[src/rtl/serializer_gen2.sv]
// serializer_gen2: word-to-serial transmitter with data, PRBS7, 1010 and zero sources.
// Define SERIALIZER_PRBS_EN to build the PRBS7 generator; otherwise mode 01 sends zeros.
module serializer_gen2 #(
    parameter int                   WORDWIDTH = 8,
    parameter logic [WORDWIDTH-1:0] IDLEWORD  = WORDWIDTH'(8'hBC)
) (
    input  logic                 bitCK,
    input  logic                 reset,
    input  logic                 enable,
    input  logic [1:0]           mode,
    input  logic                 msbFirst,
    input  logic [WORDWIDTH-1:0] din,
    input  logic                 dinValid,
    output logic                 wordCK,
    output logic                 load,
    output logic                 sout,
    output logic [7:0]           missCount
);

    localparam int                   CW      = $clog2(WORDWIDTH);
    localparam logic [CW-1:0]        LAST    = CW'(WORDWIDTH - 1);
    localparam logic [WORDWIDTH-1:0] ALTWORD = {(WORDWIDTH / 2){2'b01}};

    logic [CW-1:0]        cnt;
    logic [WORDWIDTH-1:0] sreg;
    logic [WORDWIDTH-1:0] srcWord;
    logic                 msbL;

    assign wordCK = cnt[CW-1];
    assign load   = (cnt == LAST) && !reset;
    assign sout   = msbL ? sreg[WORDWIDTH-1] : sreg[0];

`ifdef SERIALIZER_PRBS_EN
    logic [6:0]           prbs;
    logic [6:0]           prbsNext;
    logic [WORDWIDTH-1:0] prbsWord;

    // Unroll one word's worth of LFSR steps; bit k is the k-th new bit.
    always_comb begin
        logic [6:0] s;
        s        = prbs;
        prbsWord = '0;
        for (int k = 0; k < WORDWIDTH; k++) begin
            prbsWord[k] = s[6] ^ s[5];
            s           = {s[5:0], prbsWord[k]};
        end
        prbsNext = s;
    end

    always_ff @(posedge bitCK) begin
        if (reset) begin
            prbs <= 7'h7F;
        end else if (load && mode == 2'b01) begin
            prbs <= prbsNext;
        end
    end
`endif

    always_comb begin
        srcWord = '0;
        case (mode)
            2'b00:   srcWord = dinValid ? din : IDLEWORD;
`ifdef SERIALIZER_PRBS_EN
            2'b01:   srcWord = prbsWord;
`endif
            2'b10:   srcWord = ALTWORD;
            default: srcWord = '0;
        endcase
    end

    always_ff @(posedge bitCK) begin
        if (reset) begin
            cnt       <= '0;
            sreg      <= '0;
            msbL      <= 1'b0;
            missCount <= 8'd0;
        end else begin
            cnt <= cnt + CW'(1);
            if (load) begin
                sreg <= srcWord;
                msbL <= msbFirst;
                if (mode == 2'b00 && !dinValid && missCount != 8'hFF) begin
                    missCount <= missCount + 8'd1;
                end
            end else if (enable) begin
                sreg <= msbL ? {sreg[WORDWIDTH-2:0], 1'b0}
                             : {1'b0, sreg[WORDWIDTH-1:1]};
            end
        end
    end

endmodule

[config.mk]
export PLATFORM = sky130hd
export DESIGN_NAME = serializer_gen2
export DESIGN_NICKNAME = d
export VERILOG_FILES = /design/src/rtl/serializer_gen2.sv
export SDC_FILE = /design/constraint.sdc
export NUM_CORES = 1
export LEC_CHECK = 0
export BUFFER_PORTS_ARGS = -buffer_cell sky130_fd_sc_hd__buf_2
export CAP_MARGIN = 5
export CORE_MARGIN = 4
export CORE_UTILIZATION = 46
export DETAILED_ROUTE_END_ITERATION = 16
export GPL_ROUTABILITY_DRIVEN = 0
export GPL_TIMING_DRIVEN = 0
export PLACE_DENSITY = 0.77
export SYNTH_ARGS = -nofsm -noshare
export SYNTH_HDL_FRONTEND = slang
export SYNTH_SLANG_ARGS = --single-unit
[constraint.sdc]
create_clock -name bitCK -period 1.58 [get_ports bitCK]
set_clock_uncertainty 0.05 [all_clocks]
set_input_delay 0.158 -clock bitCK [delete_from_list [all_inputs] [get_ports bitCK]]
set_output_delay 0.158 -clock bitCK [all_outputs]
set_load 0.02 [all_outputs]
## Yosys cells after proc, flatten, opt, wreduce, memory -nomap -nowiden

Index checks and enable logic that the tools add are counted.

- Bits in latches: 0
- Register bits after elaboration: 20
- Bits in read-only memories: 0
- Memories kept: 0
- Logic and storage cells: 23
- RAM bits: 0
- Bits of input ports: 15
- Output and inout bits: 11

- Divide/modulo/power cells: 0
- Reductions and logical operators: 8
- Shifts and indexed selects: 0
- Multiply operators: 0
- Add/subtract/negate cells: 2
- Equal/unequal tests: 3
- Mux-type cells: 6
- Bitwise gates (word level): 0
- Magnitude comparators: 0

Operators with widths:

| operator | count |
|---|---|
| $mux W8 | 4 |
| $pmux W8 S2 | 1 |
| $add A8 B1 Y8 const B | 1 |
| $ne A8 B8 Y1 const B | 1 |
| $add A3 B1 Y3 const B | 1 |
| $eq A3 B3 Y1 const B | 1 |
| $logic_and A1 B1 Y1 | 3 |
| $eq A2 B2 Y1 const B | 1 |
| $logic_not A1 Y1 | 2 |
| $logic_not A2 Y1 | 1 |
| $reduce_and A2 Y1 | 1 |
| $reduce_bool A2 Y1 | 1 |
| $mux W1 | 1 |

## Logic depth before layout (Yosys ltp)

- Word-level depth: 4
- Mapped depth: 8
- Mapped depth without buffers: 6

## Worst setup path after synthesis

No wires, ideal clock.

- Kind: register to register
- Start: register cnt[2]
- End: register missCount[5]
- Arrival: 1.673 ns
- Library setup time: 0.070 ns
- Cell stages (with the launch flop): 7
- Clock period less this slack: 1.794 ns
- Data required time: 1.460 ns
- Path slack: -0.214 ns
- Buffers on the path: 1
- Path through: dfxtp_1 ha_1 buf_4 and2b_4 o2111ai_4 or4_1 a21oi_1

- Longest elaborated chain between the ends: 3

RTL lines:

| what | RTL line | source |
|---|---|---|
| from (decl) | 24 | `logic [CW-1:0] cnt;` |
| from (signal assigned) | 78 | `cnt <= cnt + CW'(1);` |
| $eq A3 B3 Y1 | 30 | `assign load = (cnt == LAST) && !reset;` |
| $logic_and A1 B1 Y1 | 30 |  |
| net load | 15 | `output logic load,` |
| $reduce_and A2 Y1 (no line) | - |  |
| to (signal assigned) | 83 | `missCount <= missCount + 8'd1;` |
| to (decl) | 17 | `output logic [7:0] missCount` |

The timed path passes the listed nets, and every way through them passes these cells.
A chain may end at the register's enable or synchronous reset.

## Worst setup path in the final report

- Start: register cnt[0]
- End: register missCount[5]

- Longest elaborated chain between the ends: 3

RTL lines:

| what | RTL line |
|---|---|
| $eq A3 B3 Y1 | 30 |
| $logic_and A1 B1 Y1 | 30 |
| $reduce_and A2 Y1 (no line) | - |

Every way passes these cells.

==> results.md <==
- Most frequent cell after synthesis: dfxtp_1
- Port-buffer cells: 25
- IO Pins: 26
- Worst hold path type: input port to flip-flop
- Initial antenna violation count: 0
- Sequential area share after synthesis: 0.382
- TritonCTS Buffers: 3
- Mapped Area: 0.00105 sq mm
- Leak: 0.543 nW
- CP required: about 1800 ps
- Post-Synth Simple-Gate Area: 0.235
- FF-to-FF Start: cnt[0]
- Type of origin of the critical path: flip-flop
- Yosys warns: 0
- First-pass GRT wire length: around 4400 microns
- CTS Sinks: 20
- Hold path depth: 3
- WL/cell: 14.5 microns
- Most frequent cell on the critical path: ha_4
- Synth top area share: 0.382
- Util after Layout: 0.638
- Post-synth top cells: dfxtp_1, nor2_1, a21oi_1, mux2i_1, a211oi_1
- Final Max Slew Viols: 0
- Synth area leader: dfxtp_1
- Switching share of power: 0.263
- Synth area leaders: dfxtp_1, mux2i_1, nor2_1
- H-tree levels: 1
- Power per cell area: 697 mW/mm^2
- XOR/XNOR Fraction of Synth Area: 0.00835
- Hold Vio Cnt, Final: 0
- Core area: between 0.002 and 0.0025 sq mm
- Vias in the first global route: about 940
- Busiest metal layer after global routing: met2
- Internal power: between 0.0007 and 0.0008 W
- DR vias: 1000
- Layout cells sized above 1: 0.406
- ANT nets after route: 0
- Initial Utilization: 0.479
- Post-synthesis mux area share: 0.0967
- CP Max Fanout: 5
- Initial DRC count: 17
- R2R depth: 6
- Grt total ovfl: 0
- Largest net degree at the start of global routing: 12
- Flop-to-flop setup slack: -80 ps
- Final setup violation count: 2
- Max-Cap Viols: 0
- Final WS setup: -75.9 ps
- Sequential Power Share: 0.550
- N_diodes: 0
- CP max stage cell: or4_1
- Crit path depth: 6
- Synthesis-stage register bit count: 20
- Number of enable flip-flop cells after synthesis: 0
- RSZ-0062 raised after global routing: yes
- Status: finished with violations
- Total GRT Usage: 0.179
- Critical path buffer and inverter count: 0
- DP Wirelength: roughly 1800 microns
- Clk pin slew, worst setup/hold paths: 130 ps
- Worst-skew pair later-pin latency: roughly 320 ps
- Worst-Margin Slew: around 540 ps
- Hold Crit Start: msbFirst
- Final wirelength: ~2600 microns
- Minimum clock period: 1660 ps
- DRC errors left: 0
- Layout Nets: 174
- Arrival @ worst endpoint: about 1900 ps
- Die area: just over 0.003 sq mm
- Clock Power Share: 0.331
- CTS root buf: clkbuf_4
- CTS tree: done
- Worst stage delay on the critical path: between 500 and 600 ps
- Combinational family with the most area after synthesis: simple AND/OR/NAND/NOR gates
- Die height: ~56 microns
- Clock buffer depth: 2
- CP Class: flip-flop to flip-flop
- Yosys cell types: 32
- Crit path max-delay family: simple AND/OR/NAND/NOR gates
- Sw Pwr: about 0.00026 W
- Rows: 17
- Async SR Flop Fraction: 0
- Cells along the critical path: ha_4 > ha_4 > and2b_4 > o2111ai_4 > or4_1 > a21oi_2
- GR met3 Demand/Resource: 0.0325
- Gate power share: 0.118
- Post-Synth Adder-Cell Area: 0.0358
- Synth Flop Type: dfxtp_1
- Violated checks: setup timing
- Final Cell Area: 0.00140 sq mm
- CP endpoint kind: flip-flop
- First drt pass iteration count: 4
- Worst vdd ir: approximately 0.00052 V
- Via-per-instance ratio: 5.46
- Die width: about 56 microns
- Fmax: 604 MHz
- Net Count, Synth: ~140
- Placed Area: around 0.0013 sq mm
- FF-to-FF End: missCount[5]
- Met1 GRT Util: 0.233
- Area Overhead vs Synth: 33.4%
- Syn Inst Count: ~120
- Worst hold path endpoint: msbL
- Met2 Use GR: 0.282
- Syn avg cell area: 8.81 sq um
- Complex-gate fraction of the synthesized area: 0.191
- Slew HR: 0.640
- Fin crit share: 1.05
## cells by family (layout without fill, tap and decap cells)
| group | count (synthesis) | count (layout) |
|---|---|---|
| flip-flops | 20 | 20 |
| buffers and inverters | 11 | 47 |
| AO/OA/AOI/OAI | 29 | 29 |
| adder cells (fa/ha/maj) | 3 | 3 |
| AND/OR/NAND/NOR | 45 | 45 |
| multiplexers | 10 | 10 |
| XOR/XNOR | 1 | 1 |
## cell type report
type	instances	area (sq um)
fill	185	792
multi-input combinational	88	676
sequential	20	409
timing repair buffer	33	189
buffer	6	38.8
clock buffer	4	36.3
tap	28	35.0
inverter	4	15.0
## worst min-delay path: cells and delay by family
kind                   cells  cell delay, ps
buffers and inverters      1              70
multiplexers               1              60
AND/OR/NAND/NOR            1              80
## cell usage in the layout (no fill, tap or decap), drive strengths merged, types with 2 or more instances in the layout
master,instances
buf,36
mux2i,9
nand2,2
ha,3
nor3b,2
clkbuf,7
inv,4
nand2b,4
or4,2
a21oi,10
nand3,3
a211oi,6
dfxtp,20
o31ai,2
nand4,2
a31oi,2
nor2b,4
or3,3
o21ai,5
nor2,20
## power groups by stage
stage / Sequential, W / Combinational, W / Clock (W)
6_report: 0.000536 / 0.000115 / 0.000323
5_1_grt: 0.000539 / 0.000131 / 0.000354
4_1_cts: 0.000536 / 0.000108 / 0.000321
3_5_place_dp: 0.000547 / 0.000108 / 0
3_3_place_gp: 0.000547 / 0.000104 / 0
2_1_floorplan: 0.000547 / 0.0000657 / 0
## per-layer routing
metal | routed length (microns) | vias to the layer above
li1 | - | 499
met4 | 41 | 0
met1 | 1130 | 466
met2 | 1330 | 31
met3 | 146 | 4
met5 | 0 | -
## registers in the layout, indices dropped and copies added, names as in the netlist
name	cells
sreg	8
cnt	3
msbL	1
missCount	8
## stage by stage
stage               total power [W]  worst slack (ps)  setup TNS, ps  hold slack (ps)  cells
floorplan                  0.000612              -146           -279              255    119
global placement           0.000651              -165           -387              352    172
detailed placement         0.000655              -201           -632              368    172
CTS                        0.000965              -101           -202             28.0    180
global route                0.00102              -185           -897             57.3    183
finish                     0.000975             -75.9           -148             30.5    183
## repair_timing
action                                  4_1_cts  5_1_grt
endpoints found under the setup margin        9       11
pin swaps                                     5        5
buffers inserted                              5        3
hold buffers                                  0        0
resized for setup                            13        9
## worst max-delay path by stage
stage	startpoint	end	slack, ps
after floorplan	cnt[1]	missCount[5]	-150
after global placement	cnt[0]	missCount[5]	-160
after detailed placement	cnt[0]	missCount[2]	-200
after CTS	cnt[0]	missCount[2]	-100
after global routing	cnt[0]	missCount[5]	-180
final	cnt[0]	missCount[5]	-80
No activity file was read; power rests on OpenSTA's default activity.
